==> config.mk <==
export PLATFORM = sky130hd
export DESIGN_NAME = mult_operand_sequencer
export DESIGN_NICKNAME = d
export VERILOG_FILES = /design/src/rtl/mult_operand_sequencer.sv
export SDC_FILE = /design/constraint.sdc
export NUM_CORES = 1
export LEC_CHECK = 0
export CORE_MARGIN = 4
export CORE_UTILIZATION = 53
export DETAILED_ROUTE_END_ITERATION = 16
export PLACE_DENSITY = 0.8
export SYNTH_ARGS = -nofsm -noshare
export SYNTH_HDL_FRONTEND = slang
export SYNTH_SLANG_ARGS = --single-unit
==> constraint.sdc <==
create_clock -name clk -period 2.59 [get_ports clk]
set_clock_uncertainty 0.2 [all_clocks]
set_input_delay 0.518 -clock clk [delete_from_list [all_inputs] [get_ports clk]]
set_output_delay 0.518 -clock clk [all_outputs]
set_load 0.05 [all_outputs]
==> src/rtl/mult_operand_sequencer.sv <==
// Operand FIFO and restart/latency sequencer in front of the shift-and-add multiplier.
// Presents each product on a valid/ready result port, in the order the operand pairs arrived.
module mult_operand_sequencer #(
   parameter int M     = 4,
   parameter int N     = 4,
   parameter int LAT   = 4,
   parameter int DEPTH = 4
) (
   input  logic           clk,
   input  logic           rst,
   input  logic           in_valid,
   output logic           in_ready,
   input  logic [M-1:0]   in_a,
   input  logic [N-1:0]   in_b,
   output logic           mul_rst,
   output logic [M-1:0]   mul_a,
   output logic [N-1:0]   mul_b,
   input  logic [M+N-1:0] mul_c,
   output logic           res_valid,
   input  logic           res_ready,
   output logic [M+N-1:0] res_data,
   output logic           busy
);

   localparam int PW = $clog2(DEPTH);
   localparam int CW = $clog2(LAT + 1);

   typedef enum logic [1:0] {IDLE, LOAD, RUN, HOLD} state_t;

   state_t        state, state_nxt;
   logic [PW:0]   count, count_nxt;
   logic [PW-1:0] wr_ptr, rd_ptr;
   logic [CW-1:0] cnt;
   logic [M-1:0]  mem_a [DEPTH];
   logic [N-1:0]  mem_b [DEPTH];
   logic          push, pop, done;

   assign in_ready = (count != (PW+1)'(DEPTH));
   assign push     = in_valid && in_ready;
   assign pop      = (state == LOAD);
   assign done     = (state == RUN) && (cnt == CW'(LAT - 1));

   always_comb begin
      count_nxt = count;
      if (push && !pop)
         count_nxt = count + 1'b1;
      else if (!push && pop)
         count_nxt = count - 1'b1;
   end

   // Next-state decisions use the registered count, so a pair pushed this cycle waits one cycle
   always_comb begin
      state_nxt = state;
      mul_rst   = 1'b1;
      case (state)
         IDLE: if (count != '0) state_nxt = LOAD;
         LOAD: state_nxt = RUN;
         RUN: begin
            mul_rst = 1'b0;
            if (done) state_nxt = HOLD;
         end
         HOLD: if (res_ready) state_nxt = (count != '0) ? LOAD : IDLE;
         default: state_nxt = IDLE;
      endcase
   end

   always_ff @(posedge clk) begin
      if (!rst) begin
         state     <= IDLE;
         count     <= '0;
         wr_ptr    <= '0;
         rd_ptr    <= '0;
         cnt       <= '0;
         mul_a     <= '0;
         mul_b     <= '0;
         res_valid <= 1'b0;
         res_data  <= '0;
         busy      <= 1'b0;
      end else begin
         state <= state_nxt;
         count <= count_nxt;
         busy  <= (state_nxt != IDLE) || (count_nxt != '0);
         if (push) wr_ptr <= wr_ptr + 1'b1;
         if (pop) begin
            rd_ptr <= rd_ptr + 1'b1;
            mul_a  <= mem_a[rd_ptr];
            mul_b  <= mem_b[rd_ptr];
            cnt    <= '0;
         end else if (state == RUN) begin
            cnt <= cnt + 1'b1;
         end
         if (done) begin
            res_data  <= mul_c;
            res_valid <= 1'b1;
         end else if (state == HOLD && res_ready) begin
            res_valid <= 1'b0;
         end
      end
   end

   // Storage needs no reset: the count alone decides which entries are live
   always_ff @(posedge clk) begin
      if (push) begin
         mem_a[wr_ptr] <= in_a;
         mem_b[wr_ptr] <= in_b;
      end
   end

endmodule
Yosys cells after proc, flatten, opt, wreduce, memory -nomap -nowiden
Memory sizes are Yosys's and may differ from the RTL's. A register that Yosys moved wholly into a read port is not among the register bits. Index checks and enable logic that the tools add are counted.

Eq/ne operators: 5. $add $sub $neg: 5. Muxes and demuxes: 12. Bitwise logic cells: 1. Reduce and logical (&&, ||, !) cells: 16.

Operator list (count): $pmux W2 S4 (1); $add A3 B1 Y3 const B (2); $mux W1 (6); $mux W2 (3); $mux W3 (2); $reduce_bool A3 Y1 (2); $logic_and A1 B1 Y1 (5); $add A2 B1 Y2 const B (2); $eq A2 B2 Y1 const B (2); $logic_not A1 Y1 (4); $reduce_bool A2 Y1 (2); $eq A3 B2 Y1 const B (1); $ne A3 B3 Y1 const B (1); $sub A3 B1 Y3 const B (1); $eq A2 B1 Y1 const B (1); $logic_not A2 Y1 (1); $reduce_or A2 Y1 (1); $logic_or A1 B1 Y1 (1); $not A1 Y1 (1).

Bits in writable memories: 32. Bits in registers: 22. Input port bits: 20. Memories: 2. Logic and storage cells: 49. Output and inout bits: 20.

Memory list: mem_a (depth 4, width 4, read ports 1, clocked after Yosys merged registers in 1, write ports 1, RTL line 34) `logic [M-1:0] mem_a [DEPTH];`; mem_b (depth 4, width 4, read ports 1, clocked after Yosys merged registers in 1, write ports 1, RTL line 35) `logic [N-1:0] mem_b [DEPTH];`.

Logic depth before layout (Yosys ltp)
Word-level depth: 8. Depth in mapped cells: 7. Mapped depth without buffers: 6.

Worst setup path before layout
OpenSTA, ideal clock, no wires.

Path type: reg2reg. Start: register count[0]. End: memory mem_a[0][0], enable pin. Stages on the path, launching flop included: 6. Path slack: 0.746 ns. Setup time: 0.332 ns. Data arrival time: 1.312 ns. Data required time: 2.058 ns. Period minus slack after synthesis: 1.844 ns. Path through: dfxtp_1 -> inv_1 -> ha_1 -> a21boi_4 -> buf_6 -> and2_1.

Longest elaborated chain between the ends: 4.

RTL lines: start, declared (RTL line 31) `logic [PW:0] count, count_nxt;`; start signal, assigned (RTL line 81) `count <= count_nxt;`; $ne A3 B3 Y1 (RTL line 38) `assign in_ready = (count != (PW+1)'(DEPTH));`; $logic_and A1 B1 Y1 (RTL line 39) `assign push = in_valid && in_ready;`; $mux W1 (RTL line 103) `if (push) begin`; $mux W1 (not written as such) (RTL line 104) `mem_a[wr_ptr] <= in_a;`; end, declared (RTL line 34).

No other way between the ends.

Worst setup path after layout
Start: register mul_a[2], read port of mem_a. End: output port mul_a[2].

RTL lines: start, declared (RTL line 16) `output logic [M-1:0] mul_a,`.

No word-level cell between the ends.

==> results.md <==
- Status: finished clean
- Grt ovf: 0
- Vias in the first global route: ~1500
- Port bufs: 39
- Max Buffers Root-to-Sink: 2
- Area contributors post-synth: edfxtp_1, dfxtp_1, mux4_2, nand2_1, a21oi_1
- TritonCTS Buffers: 9
- WL per Instance: ~14 um
- Most Crowded Layer GR: met2
- Most instantiated cells after synthesis: edfxtp_1, nand2_1, dfxtp_1, a21oi_1, nor2_1
- Core ar.: about 4500 um^2
- Die ar.: about 5900 um^2
- Post-layout net count: approximately 280
- Post-synthesis sequential element count: between 60 and 70
- Syn nets: about 240
- Ys async rst share: 0%
- Synth top area share: roughly 38%
- Worst path arrival time: 1480 ps
- Final setup violation count: 0
- Max Clock Freq: between 0.4 and 0.5 GHz
- Leading area contributor after synthesis: edfxtp_1
- Initial core utilization: between 50% and 60%
- Global-route wire length before repair: a little over 7000 um
- Initial antenna violation count: 0
- Pleak: around 1.1 nW
- Synthesized cell area: between 2000 and 3000 um^2
- Cts hold-fix bufs: 0
- CP endpoint kind: output port
- Die H: ~77 um
- Unrepaired setup endpoints after global routing: false
- Non-filler instance count after layout: 307
- Max incr delay on CP: 810 ps
- First-pass iteration count of the detailed router: 4
- Cells after Synth: around 210
- Slew @ Worst Pin: about 590 ps
- Met1 usage: 20.40%
- Later-pin clock latency in the skew report: about 320 ps
- DR vias: roughly 1600
- CP cell instances: clkdlybuf4s50_1
- Main synth FF type: edfxtp_1
- Slew Limit Headroom: 60.89%
- Row count: 24
- Critical setup path kind: register to output port
- DR vias/cell: about 5.3
- PostCTS Resize Cnt: 0
- Die width: 77.13 um
- Mean area per synthesized cell: between 10 and 15 um^2
- Final hold violation count: 0
- H-tree lvl count: 3
- CTS root buf: clkbuf_8
- P&R area growth vs syn: 22.28%
- Wirelength, routed: ~4300 um
- Pin count of the biggest net entering global routing: 29
- EDFF count, synth: 32
- Layout cells sized above 1: approximately an eighth
- Slew Limit Fails: 0
- Sequential area share after synthesis: 61.66%
- Setup TNS: 0 ps
- DRC: 0
- Fin crit period: 2201 ps
- Yosys warnings: 0
- ANT cells: 0
- Slowest-stage cell, CP: clkdlybuf4s50_1
- Synth unique cells: 32
- Boundary pin count: 40
- Largest delay share family, worst path: buffers and inverters
- Power density over the cells: 899.2 nW/um^2
- Post-CTS setup buffers: 0
- Worst-path clk slew: approximately 60 ps
- Req. time, crit path: 1870 ps
- Routed Antenna Nets: 0
- M3 GR Usage: ~6%
- TritonCTS clock tree: built
- CTS Sinks: 62
- Initial DRC Count: 100
- Tightest Hold Check Type: register to register
- Dpl cells: 291
- Period utilization: a little over four fifths
- Max VDD drop: 0.4527 mV
- GR Util met2: 22.02%
- Post-DP HPWL: just over 3000 um
- Total Routing Usage GR: 15.57%
- Crit-path max FO: 2
- Max_cap viols: 0
- Critical path buffer and inverter count: 1
- Final Wtd Congestion: roughly 0.75
- Startpoint types: register
stage by stage:
stage / hold WS, ps / setup slack, ps / area, um^2 / utilization (%) / power, mW
after floorplan: 251.6 / 745.8 / 2532 / - / 1.912
after CTS: 254.3 / 357.3 / 3097 / 69.21 / 2.815
final: 253.9 / 388.9 / 3097 / 69.21 / 2.785
after global routing: 275.6 / 301.4 / 3097 / 69.21 / 2.949
after global placement: 242.0 / 369.7 / 2934 / 65.58 / 2.085
after detailed placement: 245.5 / 295.6 / 2934 / 65.58 / 2.107
logic make-up after synthesis:
family                     synth area share, %
adders and majority gates                4.447
AOI/OAI and AO/OA                        7.510
DFF                                      61.66
xor gates and xnor gates                 1.729
buffers and inverters                    3.705
and+or+nand+nor                          13.83
muxes                                    7.115
sequential cells by signal, indices dropped and copies added, names as in the netlist:
| register | count |
|---|---|
| mem_a | 16 |
| mem_b | 16 |
| res_data | 8 |
| mul_a | 4 |
| mul_b | 4 |
| cnt | 3 |
| count | 3 |
| rd_ptr | 2 |
| state | 2 |
| wr_ptr | 2 |
| busy | 1 |
| res_valid | 1 |
cell usage in the layout (no fill, tap or decap), drive strengths merged:
master          n
and2            4
edfxtp         32
xnor2           4
nor3            1
nor2           15
dfxtp          30
a211oi          2
clkbuf         14
a21boi          1
nand2b          2
xor2            1
clkdlybuf4s50  37
o21a            1
and2b           3
a21oi          23
ha              9
nand2          33
o21ai           2
mux4            8
nand3          13
nor4b           1
inv             8
a311oi          2
a31oi           1
nor3b           1
nand3b          1
clkinv          2
buf             4
path summary, 6_finish.rpt:
path / start / end / slack, ps / depth (start not counted)
max: mul_a[2]$_SDFFE_PN0P_ / mul_a[2] / 390 / 1
min reg2reg: res_data[6]$_SDFFE_PN0P_ / res_data[6]$_SDFFE_PN0P_ / 250 / 2
min: res_data[6]$_SDFFE_PN0P_ / res_data[6]$_SDFFE_PN0P_ / 250 / 2
max reg2reg: count[0]$_SDFF_PN0_ / mem_b[3][2]$_DFFE_PP_ / 540 / 4
final cells by class:
cell class | count | area (um^2)
Clock buffer | 14 | 152.6
Multi-Input combinational cell | 128 | 877.1
Sequential cell | 62 | 1562
Fill cell | 339 | 1378
Timing Repair Buffer | 41 | 400.4
Inverter | 8 | 30.03
Tap cell | 52 | 65.06
Clock inverter | 2 | 10.01
power by group:
group / leakage (nW) / switching (mW) / internal, mW
registers: 0.538 / 0.111 / 1.17
logic: 0.455 / 0.458 / 0.345
clock network: 0.0844 / 0.333 / 0.372
total: 1.08 / 0.903 / 1.88
layer usage:
layer	wire, um	vias up
li1	-	817
met1	2101	771
met2	1919	39
met3	230	8
met4	85	0
met5	0	-
No activity file was read; power rests on OpenSTA's default activity.
